File: src/rtl/weight_tile_loader.sv
// Streams 3-byte weight rows from DRAM into the weight FIFO, one byte per push with a column tag.
// Define WT_LOADER_STALL_CNT_EN to build the FIFO-full stall counter; otherwise stall_cycles is tied to 0.
module weight_tile_loader (
    input  logic        clk,
    input  logic        rst,
    input  logic        start,
    input  logic [23:0] base_addr,
    input  logic [7:0]  num_tiles,
    output logic        mem_rd_en,
    output logic [23:0] mem_addr,
    input  logic        mem_rd_valid,
    input  logic [23:0] mem_rd_data,
    input  logic        wt_fifo_full,
    output logic        wt_fifo_wr,
    output logic [15:0] wt_fifo_data,
    output logic        busy,
    output logic        done,
    output logic [15:0] stall_cycles
);

    typedef enum logic [2:0] {
        S_IDLE,
        S_REQ,
        S_WAIT,
        S_PUSH0,
        S_PUSH1,
        S_PUSH2,
        S_DONE
    } state_t;

    state_t      state;
    logic [9:0]  rows_left;
    logic [23:0] row_q;
    logic        in_push;
    logic [1:0]  push_col;
    logic [7:0]  push_byte;

    assign in_push = (state == S_PUSH0) || (state == S_PUSH1) || (state == S_PUSH2);

    always_comb begin
        // NOTE: every signal gets a default first so no path through the case infers a latch.
        push_col  = 2'd0;
        push_byte = row_q[7:0];
        case (state)
            S_PUSH1: begin
                push_col  = 2'd1;
                push_byte = row_q[15:8];
            end
            S_PUSH2: begin
                push_col  = 2'd2;
                push_byte = row_q[23:16];
            end
            default: ;
        endcase
    end

    // The push strobe is gated by full in the same cycle, so a registered version could not honour it.
    assign wt_fifo_wr   = in_push && !wt_fifo_full;
    assign wt_fifo_data = in_push ? {6'b0, push_col, push_byte} : 16'h0000;

    always_ff @(posedge clk) begin
        if (rst) begin
            state     <= S_IDLE;
            mem_rd_en <= 1'b0;
            mem_addr  <= 24'h000000;
            rows_left <= 10'd0;
            row_q     <= 24'h000000;
            busy      <= 1'b0;
            done      <= 1'b0;
        end else begin
            // NOTE: non-blocking throughout, so every branch sees this cycle's register values.
            mem_rd_en <= 1'b0;
            done      <= 1'b0;
            case (state)
                S_IDLE: begin
                    if (start) begin
                        mem_addr  <= base_addr;
                        rows_left <= {2'b00, num_tiles} * 10'd3;
                        if (num_tiles == 8'd0) begin
                            state <= S_DONE;
                        end else begin
                            state     <= S_REQ;
                            mem_rd_en <= 1'b1;
                            busy      <= 1'b1;
                        end
                    end
                end
                S_REQ: state <= S_WAIT;
                S_WAIT: begin
                    if (mem_rd_valid) begin
                        row_q <= mem_rd_data;
                        state <= S_PUSH0;
                    end
                end
                S_PUSH0: if (!wt_fifo_full) state <= S_PUSH1;
                S_PUSH1: if (!wt_fifo_full) state <= S_PUSH2;
                S_PUSH2: begin
                    if (!wt_fifo_full) begin
                        mem_addr  <= mem_addr + 24'd1;
                        rows_left <= rows_left - 10'd1;
                        if (rows_left == 10'd1) begin
                            state <= S_DONE;
                            busy  <= 1'b0;
                        end else begin
                            state     <= S_REQ;
                            mem_rd_en <= 1'b1;
                        end
                    end
                end
                S_DONE: begin
                    done  <= 1'b1;
                    state <= S_IDLE;
                end
                default: state <= S_IDLE;
            endcase
        end
    end

`ifdef WT_LOADER_STALL_CNT_EN
    always_ff @(posedge clk) begin
        if (rst) begin
            stall_cycles <= 16'h0000;
        end else if (state == S_IDLE && start) begin
            stall_cycles <= 16'h0000;
        end else if (in_push && wt_fifo_full && stall_cycles != 16'hFFFF) begin
            stall_cycles <= stall_cycles + 16'd1;
        end
    end
`else
    assign stall_cycles = 16'h0000;
`endif

endmodule

File: config.mk
export PLATFORM = sky130hd
export DESIGN_NAME = weight_tile_loader
export DESIGN_NICKNAME = d
export VERILOG_FILES = /design/src/rtl/weight_tile_loader.sv
export SDC_FILE = /design/constraint.sdc
export NUM_CORES = 1
export LEC_CHECK = 0
export CAP_MARGIN = 10
export CORE_ASPECT_RATIO = 0.75
export CORE_UTILIZATION = 52
export DETAILED_ROUTE_END_ITERATION = 10
export PLACE_DENSITY = 0.87
export SYNTH_ARGS = -nofsm -noshare
export SYNTH_HDL_FRONTEND = slang
export SYNTH_SLANG_ARGS = --single-unit
File: constraint.sdc
create_clock -name clk -period 6.23 [get_ports clk]
set_input_delay 0.623 -clock clk [delete_from_list [all_inputs] [get_ports clk]]
set_output_delay 0.623 -clock clk [all_outputs]
set_load 0.005 [all_outputs]
==> out/results.tsv <==
stage	metric	value	unit
drt	remaining antenna violation count	0	
clocking	CTS resizes	0	
placed_design	Port Buffers	98	
worst_setup_path	Critical Path Sink Type	output port	
placed_design	DP Cell Count	728	
clocking	CTS tree	done	
global_routing	initial antenna violation count	0	
worst_setup_path	cell at the slowest stage of the critical path	inv_1	
global_routing	vias in the first global route	3826	
worst_setup_path	CP Depth	3	
power_and_ir_drop	P per Cell Area	292	mW/mm2
clocking	post-CTS setup repair buffer count	0	
power_and_ir_drop	Peak VDD IR	0.000179	V
final_layout	post-route insts no fill	744	
final_layout	final core occ	0.694	
final_layout	Seq. cell area	0.00128	mm2
worst_setup_path	worst path cell trace	nand3b_1 -> inv_1 -> clkdlybuf4s50_1	
synthesis	post-synthesis sequential area ratio	0.309	
hold_path	Hold Path Depth	2	
clocking	CTS root buf	clkbuf_8	
clocking	Clock Pin Slew Worst Setup and Hold Paths	0.07	ns
final_layout	area of the multi-input gates	0.00256	mm2
power_and_ir_drop	total power	1530	uW
clocking	CTS max path bufs	2	
global_routing	largest net degree at the start of global routing	65	
worst_setup_path	crit-path max cell delay	0.71	ns
global_routing	grt total ovfl	0	
timing	Max-slew headroom	0.367	
die	core footprint	0.00753	mm2
worst_setup_path	Worst Path Buf+Inv	2	
worst_setup_path	number of cells on the worst reg-to-reg path	6	
timing	fmax	0.316	GHz
drt	Wirelength per Cell	14.8	um
die	FP Rows	27	
timing	TNS Setup	0	ns
global_routing	GRT Overall Usage	0.265	
clocking	Hold Buf Count CTS	0	
synthesis	ys async rst share	0	
final_layout	total of fill cells in the finished design	609	
hold_path	class of the worst hold path	flop to flop	
status	status	finished, final reports clean	
drt	vias per std cell	5.97	
timing	Fin. Hold Viols	0	
timing	Max Transition Viols Final	0	
synthesis	Ys Warns	0	
clocking	Max H-tree Level	3	
placed_design	routability cong.	0.878	
timing	Final period util	0.508	
clocking	# clock sinks	64	
placed_design	Place WS	3.14	ns
final_layout	n_diodes	0	
power_and_ir_drop	Leak Pwr	0.00195	uW
synthesis	Main synth FF type	dfxtp_1	
synthesis	distinct cell type count after synthesis	68	
timing	RSZ-0062 raised after global routing	false	
global_routing	first-pass GRT wire length	17.9	mm
timing	post-route worst setup slack	3.06	ns
drt	vias after detailed routing	4443	
placed_design	hpwl dp	7.73	mm
die	# IOs	121	
final_layout	share of layout cells above drive strength 1	0.0482	
drt	DRT iter0 DRCs	349	
synthesis	Post-Synthesis Cell Area	0.00415	mm2
drt	# DRC	0	
synthesis	Synth Instances	564	
worst_setup_path	CP Class	flop to output port	
final_layout	Layout Nets	716	
worst_setup_path	CP top delay family	buffers and inverters	
timing	shortest period the worst path allows	3.17	ns
clocking	TritonCTS Buffers	9	
die	initial core utilization	0.551	
die	Die ar.	0.00835	mm2
worst_setup_path	Max FO, Critical Path	31	
synthesis	Post-synth EDFFs	0	
die	Die Wd	105	um
flow_run	maxcap violations	0	
worst_setup_path	Crit path arrival time	2.54	ns
worst_setup_path	CP Launch Type	flop	
synthesis	Yosys reg bits	64	
worst_setup_path	CP Data Required Time	5.61	ns
clocking	worst skew pair latency	0.34	ns
timing	final setup fails	0	
timing	skew final	0.0102	ns
die	chip height	79.4	um
synthesis	Mean Syn Cell Area	7.36	um2
drt	drt first pass iters	5	
drt	drt total wl	11.0	mm
final_layout	synth-to-layout area growth	25.9	%
timing	slew at the pin with the worst max-slew slack	0.948	ns
-- placed cells by master (no fill, tap or decap), types with 11 or more instances in the layout --
| cell type | netlist | layout |
|---|---|---|
| nor3_1 | 18 | 18 |
| conb_1 | 1 | 22 |
| dfxtp_1 | 64 | 64 |
| ha_1 | 16 | 16 |
| nor2_1 | 36 | 36 |
| mux2i_1 | 15 | 15 |
| o21ai_0 | 38 | 38 |
| inv_1 | 19 | 19 |
| clkdlybuf4s50_1 | 0 | 97 |
| nand3_1 | 16 | 16 |
| nand4_1 | 11 | 11 |
| a21oi_1 | 59 | 58 |
| nand2_1 | 90 | 90 |
-- layer usage --
layer  up-vias  share of wire  routed length [um]  GRT usage
met1      2069           0.45                4930      0.366
met3         6          0.083                 916     0.0531
met5         -              0                   0          0
met4         0         0.0077                  85     0.0845
met2       229           0.46                5110      0.417
li1       2139              -                   -          -
-- report_power, final --
group          switching, uW  internal [uW]
sequential               109            492
clock                    172            143
combinational            325            285
total                    606            920
-- synth_stat cells, types with 4 or more instances --
library cell / count / area share
and3_1: 10 / 0.015
dfxtp_1: 64 / 0.31
or3_1: 6 / 0.0090
and2_1: 4 / 0.0060
mux2i_1: 15 / 0.036
clkbuf_1: 29 / 0.026
a31oi_1: 8 / 0.012
nor3_1: 18 / 0.022
nand3_1: 16 / 0.019
nor2_1: 36 / 0.033
buf_4: 22 / 0.040
inv_1: 19 / 0.017
a21o_1: 7 / 0.013
nand4_1: 11 / 0.017
o31ai_1: 4 / 0.0072
a211oi_1: 7 / 0.013
nor3b_1: 5 / 0.0090
buf_1: 4 / 0.0036
o21ai_0: 38 / 0.046
nor4_1: 8 / 0.012
a21oi_1: 59 / 0.071
a22oi_1: 5 / 0.0090
buf_2: 5 / 0.0060
ha_1: 16 / 0.048
nand2_1: 90 / 0.081
-- through the flow --
| stage | cell area, um2 | hold WS (ns) |
|---|---|---|
| after floorplan | 4230 | 0.436 |
| after global placement | 5050 | 0.443 |
| after detailed placement | 5050 | 0.448 |
| after CTS | 5230 | 0.458 |
| after global routing | 5230 | 0.475 |
| final | 5230 | 0.456 |
-- sequential cells by signal, indices dropped and copies added, names as in the netlist --
register	count
rows_left	10
done	1
state	3
busy	1
mem_addr	24
row_q	24
mem_rd_en	1
-- worst register-to-register path, cell delays in order, from the launching register on --
cell and delay, ns:
dfxtp_1 0.31, buf_4 0.24, or3b_1 0.43, a21o_1 0.53, or3_1 0.44, or3_1 0.32
a31oi_1 0.18
-- kinds of logic (layout without fill, tap and decap cells) --
logic type | count (synthesis) | in the layout | share of synthesized area
XOR/XNOR | 2 | 2 | 0.00422
AO/OA/AOI/OAI | 159 | 159 | 0.237
adder cells (fa/ha/maj) | 17 | 17 | 0.0531
multiplexers | 17 | 17 | 0.0416
flip-flops | 64 | 64 | 0.309
other | 1 | 22 | 0.000904
AND/OR/NAND/NOR | 223 | 223 | 0.260
buffers and inverters | 81 | 139 | 0.0950
-- final timing paths --
path	end	startpoint	slack (ns)
setup / recovery	wt_fifo_data[9]	state[1]	3.06
hold / removal	row_q[8]	row_q[8]	0.46
setup reg to reg	mem_addr[23]	state[0]	3.71
hold reg to reg	row_q[8]	row_q[8]	0.46
-- final cells by class --
type,count,share of cell area
multi-input combinational,440,0.489
sequential,64,0.245
timing repair buffer,103,0.194
tap,101,0.0242
clock buffer,9,0.0237
inverter,20,0.0144
clock inverter,7,0.00934
No activity file was read; power rests on OpenSTA's default activity.
